**config.mk**
```make
export PLATFORM = sky130hd
export DESIGN_NAME = tone_period_meter
export DESIGN_NICKNAME = d
export VERILOG_FILES = /design/src/rtl/tone_pkg.sv /design/src/rtl/sync_edge_detect.sv /design/src/rtl/tone_period_meter.sv
export SDC_FILE = /design/constraint.sdc
export NUM_CORES = 1
export LEC_CHECK = 0
export ABC_AREA = 1
export BUFFER_PORTS_ARGS = -buffer_cell sky130_fd_sc_hd__buf_2
export CAP_MARGIN = 20
export CORE_ASPECT_RATIO = 0.5
export CORE_MARGIN = 3
export CORE_UTILIZATION = 52
export CTS_CLUSTER_SIZE = 12
export DETAILED_ROUTE_END_ITERATION = 8
export PLACE_DENSITY = 0.75
export SLEW_MARGIN = 20
export SYNTH_ARGS = -nofsm -noshare
export SYNTH_HDL_FRONTEND = slang
export SYNTH_SLANG_ARGS = --single-unit
export TNS_END_PERCENT = 50
```
**constraint.sdc**
```tcl
create_clock -name clk -period 1.5 [get_ports clk]
set_input_delay 0.3 -clock clk [delete_from_list [all_inputs] [get_ports clk]]
set_output_delay 0.3 -clock clk [all_outputs]
set_load 0.01 [all_outputs]
```
**src/rtl/tone_pkg.sv**
```systemverilog
// Shared types and constants for the tone generator / period meter pair.
// Note periods are in 10 ns clock cycles, matching the generator's period input.
package tone_pkg;

  localparam int unsigned WIDTH_DEFAULT = 32;

  localparam int unsigned NOTE_C4 = 382219;
  localparam int unsigned NOTE_D4 = 340530;
  localparam int unsigned NOTE_E4 = 303370;
  localparam int unsigned NOTE_F4 = 286344;
  localparam int unsigned NOTE_G4 = 255102;
  localparam int unsigned NOTE_A4 = 227273;
  localparam int unsigned NOTE_B4 = 202478;
  localparam int unsigned NOTE_C5 = 191113;

  typedef enum logic {
    IDLE    = 1'b0,
    MEASURE = 1'b1
  } meter_state_e;

endpackage

```
**src/rtl/sync_edge_detect.sv**
```systemverilog
// Two-flop synchronizer for an asynchronous input, plus a delay flop that
// yields a one-cycle rising-edge strobe and the synchronized level.
module sync_edge_detect (
  input  logic clk,
  input  logic reset,
  input  logic async_in,
  output logic rise,
  output logic lvl
);

  logic s1_q, s2_q, s3_q;
  logic s1_d, s2_d, s3_d;

  always_comb begin
    s1_d = async_in;
    s2_d = s1_q;
    s3_d = s2_q;
  end

  always_ff @(posedge clk) begin
    if (reset) begin
      s1_q <= 1'b0;
      s2_q <= 1'b0;
      s3_q <= 1'b0;
    end else begin
      s1_q <= s1_d;
      s2_q <= s2_d;
      s3_q <= s3_d;
    end
  end

  assign rise = s2_q & ~s3_q;
  assign lvl  = s2_q;

endmodule

```
**src/rtl/tone_period_meter.sv**
```systemverilog
// Measures rising-to-rising period and high time of an incoming square wave in
// clk cycles; rejects edges closer than MIN_PERIOD and times out at MAX_PERIOD.
module tone_period_meter
  import tone_pkg::*;
#(
  parameter int unsigned WIDTH      = WIDTH_DEFAULT,
  parameter int unsigned MIN_PERIOD = 1000,
  parameter int unsigned MAX_PERIOD = 4000000
) (
  input  logic             clk,
  input  logic             reset,
  input  logic             sig_in,
  output logic [WIDTH-1:0] period,
  output logic [WIDTH-1:0] high_time,
  output logic             period_valid,
  output logic             no_signal
);

  localparam logic [WIDTH-1:0] MIN_P = WIDTH'(MIN_PERIOD);
  localparam logic [WIDTH-1:0] MAX_P = WIDTH'(MAX_PERIOD);
  localparam logic [WIDTH-1:0] ONE   = WIDTH'(1);

  logic rise, lvl;

  sync_edge_detect u_sync (
    .clk      (clk),
    .reset    (reset),
    .async_in (sig_in),
    .rise     (rise),
    .lvl      (lvl)
  );

  meter_state_e     state_q, state_d;
  logic [WIDTH-1:0] cnt_q, cnt_d;
  logic [WIDTH-1:0] hcnt_q, hcnt_d;
  logic [WIDTH-1:0] period_q, period_d;
  logic [WIDTH-1:0] high_q, high_d;
  logic             valid_q, valid_d;
  logic             accept;

  // The first edge out of IDLE is always taken; later edges must clear MIN_PERIOD.
  assign accept = rise && ((state_q == IDLE) || (cnt_q >= MIN_P));

  always_comb begin
    state_d  = state_q;
    cnt_d    = cnt_q;
    hcnt_d   = hcnt_q;
    period_d = period_q;
    high_d   = high_q;
    valid_d  = 1'b0;

    if (accept) begin
      cnt_d  = ONE;
      hcnt_d = {{(WIDTH-1){1'b0}}, lvl};
    end else begin
      cnt_d = (cnt_q >= MAX_P) ? MAX_P : cnt_q + ONE;
      if (lvl && (hcnt_q < MAX_P)) begin
        hcnt_d = hcnt_q + ONE;
      end
    end

    // Edge acceptance takes priority over timeout when both occur together.
    case (state_q)
      IDLE: begin
        if (accept) begin
          state_d = MEASURE;
        end
      end
      MEASURE: begin
        if (accept) begin
          period_d = cnt_q;
          high_d   = hcnt_q;
          valid_d  = 1'b1;
        end else if (cnt_q >= MAX_P) begin
          state_d  = IDLE;
          period_d = '0;
          high_d   = '0;
        end
      end
      default: begin
        state_d = IDLE;
      end
    endcase
  end

  always_ff @(posedge clk) begin
    if (reset) begin
      state_q  <= IDLE;
      cnt_q    <= '0;
      hcnt_q   <= '0;
      period_q <= '0;
      high_q   <= '0;
      valid_q  <= 1'b0;
    end else begin
      state_q  <= state_d;
      cnt_q    <= cnt_d;
      hcnt_q   <= hcnt_d;
      period_q <= period_d;
      high_q   <= high_d;
      valid_q  <= valid_d;
    end
  end

  assign period       = period_q;
  assign high_time    = high_q;
  assign period_valid = valid_q;
  assign no_signal    = (state_q == IDLE);

endmodule
```
## Yosys cells after proc, flatten, opt, wreduce, memory -nomap -nowiden

Index checks and enable logic that the tools add are counted.

- Register bits after elaboration: 133
- Bits of input ports: 3
- Output and inout bits: 66
- Word-level logic and storage cells: 40

- Add/sub/neg operators: 2
- $lt $le $gt $ge: 3
- Mux-type cells: 11
- Bitwise gates (word level): 3
- Reductions and logical operators: 9

Operators by type and width:

| kind | number |
|---|---|
| two-way mux 32 bit | 3 |
| adder 32 x 1 -> 32 bit (second input constant) | 2 |
| >= comparator 32 x 10 -> 1 bit (second input constant) | 1 |
| >= comparator 32 x 22 -> 1 bit (second input constant) | 1 |
| less-than comparator 32 x 22 -> 1 bit (second input constant) | 1 |
| two-way mux 22 bit | 1 |
| two-way mux 1 bit | 6 |
| nonzero test 2 bit | 2 |
| OR reduction 2 bit | 2 |
| OR reduction 3 bit | 1 |
| logical AND 1 bit | 2 |
| inverter 1 bit | 2 |
| one-hot mux 1 bit (2 select lines) | 1 |
| AND reduction 2 bit | 1 |
| bitwise AND 1 bit | 1 |
| logical OR 1 bit | 1 |

## Depth between registers and ports, before layout

- Depth after elaboration: 5
- Depth in mapped cells: 12

## By module

Synthesis repeated with hierarchy kept, for this count alone.

- Cells, all modules: 929
- Area total of the unflattened synthesis: 6190.9 um2

By module, submodules not included:

| module | instances | cells each | area an instance (um2) | sequential area each (um2) |
|---|---|---|---|---|
| tone_period_meter | 1 | 919 | 6104.6 | 2602.5 |
| sync_edge_detect | 1 | 10 | 86.3 | 60.1 |

## Worst setup path after synthesis

Ideal clock, no wire load.

- Kind: reg2reg
- From: register cnt_q[0]
- To: register cnt_q[20]
- Library setup time: 128 ps
- Arrival time: 1404 ps
- Setup slack: -32 ps
- Stages on the path, launching flop included: 11
- Path buffers: 0
- Clock period less this slack: 1532 ps
- Cells stage by stage: dfxtp_1 > ha_1 > nand2_1 > nor2_1 > nand2_1 > inv_1 > nand3b_1 > o21ai_0 > nand2_1 > nor2_1 > nor2_1

- Word-level cells in the longest chain between the ends: 4
- Elaborated cells between the ends (all ways): 7
- Those cells by class: 1 x add/sub; 2 x order compare; 1 x mux; 3 x reduce/logical

RTL lines:

| item | RTL line | text |
|---|---|---|
| start, declared | tone_period_meter.sv:34 | `logic [WIDTH-1:0] cnt_q, cnt_d;` |
| start signal, assigned | tone_period_meter.sv:96 | `cnt_q <= cnt_d;` |
| >= comparator 32 x 10 -> 1 bit | tone_period_meter.sv:42 | `assign accept = rise && ((state_q == IDLE) \|\| (cnt_q >= MIN_P));` |
| logical OR 1 bit | tone_period_meter.sv:42 |  |
| logical AND 1 bit | tone_period_meter.sv:42 |  |
| OR reduction 2 bit (no source line) | - |  |

Several ways; a longest one is shown, not always the timed one.
A chain may end at the register's enable or synchronous reset.

## Worst setup path after layout

- From: register state_q
- To: register high_q[26], in the netlist high_time[26]

- Word-level cells in the longest chain between the ends: 5
- Elaborated cells between the ends (all ways): 6
- Those cells by class: 1 x mux; 1 x bitwise; 4 x reduce/logical

RTL lines:

| item | RTL line | text |
|---|---|---|
| start, declared | tone_period_meter.sv:33 | `meter_state_e state_q, state_d;` |
| start signal, assigned | tone_period_meter.sv:95 | `state_q <= state_d;` |
| inverter 1 bit | - |  |
| logical OR 1 bit | tone_period_meter.sv:42 |  |
| logical AND 1 bit | tone_period_meter.sv:42 |  |
| nonzero test 2 bit (no source line) | - |  |
| AND reduction 2 bit (no source line) | - |  |
| end signal, assigned | tone_period_meter.sv:99 | `high_q <= high_d;` |
| end, declared | tone_period_meter.sv:37 | `logic [WIDTH-1:0] high_q, high_d;` |

Several ways; a longest one is shown, not always the timed one.

==> summary.md <==
| Metric | Value |
|---|---|
| Status | `finished with violations` |
| Violated checks | `setup timing` |
| Drt pass-1 iters | `6` |
| Worst-case reg-to-reg path depth | `10` |
| Fin. max-slew vios | `0` |
| Min-delay src | `sig_in` |
| Final ANT Viol Nets | `0` |
| Final wirelength | `23.7 mm` |
| First-pass GRT wire length | `between 20 and 30 mm` |
| Starting density of the core | `0.554` |
| Drt initial violations | `around 800` |
| WP buf/inv | `4` |
| CTS tree | `yes` |
| Pwr Density | `between 900 and 1000 nW/um2` |
| Internal power | `about 0.0063 W` |
| Via count | `roughly 7,000` |
| Worst-path fanout max | `17` |
| Worst hold path depth | `3` |
| H-tree levels | `4` |
| CP max stage cell | `dfxtp_1` |
| Initial antenna violation count | `0` |
| Die Span Y | `~81 um` |
| Commonest cells after routing, fill and taps aside | `nand2_1 (255), nor2_1 (135), dfxtp_1 (118)` |
| Worst-Skew Late Latency | `approximately 0.43 ns` |
| Die Wd | `between 150 and 200 um` |
| Sequential fraction of the synthesis area | `0.454` |
| Max_cap viols | `0` |
| Cell Rows | `26` |
| Grt total ovfl | `0` |
| DR DRC count | `0` |
| Util after Layout | `0.831` |
| Global placement routability congestion | `approximately 0.89` |
| Max_slew headroom | `0.606` |
| Hold Crit Class | `primary input to flop` |
| DP HPWL | `~9.3 mm` |
| Max clock buf depth | `2` |
| Most common cell after layout, fill and taps aside | `nand2_1` |
| Number of CTS-inserted buffers | `17` |
| Worst Tran Pin Value | `about 0.6 ns` |
| Total GRT Usage | `0.250` |
| Comb pwr share | `0.048` |
| Sw Pwr | `0.00192 W` |
| Critical Path AT | `2.19 ns` |
| Flop pwr share | `0.437` |
| Synthesized flop and latch total | `~130` |
| Final setup violation count | `121` |
| R2R setup slack | `-0.38 ns` |
| Clock power frac | `0.515` |
| Synth warn | `0` |
| Endpoint type of the worst setup path | `flop` |
| Max VDD drop | `~0.0008 V` |
| RSZ-0062 raised after global routing | `yes` |
| # IOs | `just under 70` |
| Nets | `between 1,000 and 1,500` |
| Mapped Cells | `892` |
| Hold Vio Cnt, Final | `0` |
| Total clock sinks | `approximately 130` |
| RR Endpoint | `high_time[26]` |
| CP Launch Type | `flop` |
| Vias in the first global route | `between 5,000 and 6,000` |
| P_leak | `around 4.0 nW` |
| Setup TNS | `-31.74 ns` |
| Clock Tree Root | `clkbuf_16` |
| Vias/cell | `roughly 5.7` |
| Routed wire per std cell | `~19 um` |
| Final min period | `roughly 1.9 ns` |
| Syn Area/Cell | `6.57 um2` |
| CP top delay family | `buffers and inverters` |
| Sw frac | `0.233` |
| Full die area | `approximately 13,000 um2` |
| P&R area growth vs syn | `49.9%` |
| IO buf count | `68` |
| Post-Syn Area | `5860 um2` |
| Fin crit share | `1.25` |
| Pin count of the biggest net entering global routing | `51` |
| Layout cells sized above 1 | `0.352` |
| Launch point of the worst reg-to-reg path | `state_q` |
| WP data required | `about 1.8 ns` |
| Netlist cell types | `25` |
| Max incr delay on CP | `roughly 0.43 ns` |
| Post-placement worst setup slack | `-0.206 ns` |
| Cell mode on critical path | `nand2_1` |
| Crit path cell chain | `inv_2, nor3_1, nand3_2, o21ai_4, buf_6, nor2_4, buf_12, clkbuf_16, nand2_1, nand2_1` |
| Setup WS post-layout | `-0.376 ns` |
| ANT cells | `0` |
| Critical Setup Path Class | `flop to flop` |
| Worst-case clock skew | `0.0111 ns` |
| CTS clk-pin slew, worst paths | `0.06 ns` |
| Max frequency | `between 0.5 and 0.6 GHz` |
| Area of the core | `about 11,000 um2` |
| Hold EP | `u_sync.s1_q` |
## metrics by stage
stage	power (W)	area, um2	hold WS (ns)	std cells
2_1_floorplan	0.00380	5900	0.388	901
3_5_place_dp	0.00390	7050	0.408	1173
3_3_place_gp	0.00389	7050	0.396	1173
6_report	0.00823	8780	0.109	1236
4_1_cts	0.00799	7840	0.116	1216
5_1_grt	0.00839	8780	0.102	1236
## power by group through the flow
stage / Sequential (W) / Clock, W / Combinational [W]
2_1_floorplan: 0.00367 / 0 / 0.000126
3_3_place_gp: 0.00366 / 0 / 0.000225
3_5_place_dp: 0.00367 / 0 / 0.000229
6_report: 0.00360 / 0.00424 / 0.000392
5_1_grt: 0.00360 / 0.00439 / 0.000405
4_1_cts: 0.00359 / 0.00413 / 0.000265
## kinds of logic after synthesis
| family | share of synthesized area |
|---|---|
| DFF | 0.454 |
| adders and majority gates | 0.00641 |
| AOI/OAI and AO/OA | 0.0310 |
| xor gates and xnor gates | 0.0418 |
| and+or+nand+nor | 0.366 |
| buffers and inverters | 0.100 |
| other | 0.000640 |
## layer usage
layer	share of wire	GRT usage	wire [um]
met5	0	0	0
met4	0.080	0.0943	1910
met3	0.11	0.0569	2640
met2	0.45	0.453	10700
met1	0.36	0.294	8420
## sequential cells by signal, indices dropped and copies added (netlist names)
signal	flops
hcnt_q	32
period_valid	1
u_sync.lvl	1
period	32
high_time	32
cnt_q	32
state_q	1
u_sync.s3_q	1
u_sync.s1_q	1
## Yosys cell counts
cell      number  area, um2
inv_2          3       11.3
nor4_1         1       6.26
conb_1         1       3.75
nand2_2        1       6.26
a21oi_1       26        130
ha_1           3       37.5
nor3_1         8       40.0
buf_4          6       45.0
nand4_1        8       50.1
clkbuf_1      13       48.8
and2_1         1       6.26
nor2_1       167        627
inv_1        109        409
o31ai_1        2       15.0
o21ai_2        1       8.76
nand3b_1       7       52.6
buf_1          1       3.75
xnor2_1       10       87.6
nand3_1       20        100
dfxtp_1      133       2660
o21ai_0        4       20.0
buf_2         14       70.1
o211ai_1       1       7.51
xor2_1        18        158
nand2_1      334       1250
## worst max-delay path by stage
stage | start | end | slack [ns] | cells after the start
final | state_q | high_time[26] | -0.38 | 10
after floorplan | hcnt_q[0] | hcnt_q[16] | -0.007 | 8
after detailed placement | cnt_q[14] | high_time[21] | -0.21 | 10
after global routing | state_q | period[30] | -0.49 | 10
after CTS | cnt_q[29] | high_time[17] | -0.15 | 14
after global placement | cnt_q[14] | high_time[10] | -0.14 | 10
## worst reg2reg max path, delay by kind of cell (launching register included)
family	cells	cell delay [ns]
flip-flops	1	0.43
AND/OR/NAND/NOR	5	0.58
buffers and inverters	4	0.59
AO/OA/AOI/OAI	1	0.16
## what timing repair did
item | in CTS | in global routing
endpoints found under the hold margin | 0 | 0
gates cloned | 4 | 15
hold buffers | 0 | 0
buffers inserted | 7 | 8
resized for setup | 24 | 192
pin swaps | 2 | 38
endpoints found under the setup margin | 117 | 120
## area by class of cell
cell class              count  area [um2]
inverters                 112         429
flip-flops and latches    133        2680
fillers                   552        1790
clock buffers              21         440
clock inverters            11         134
repair buffers            194        1630
well taps                 140         175
repair inverters            2        15.0
multi-input cells         623        3270
Power figures use the tool's default switching activity.
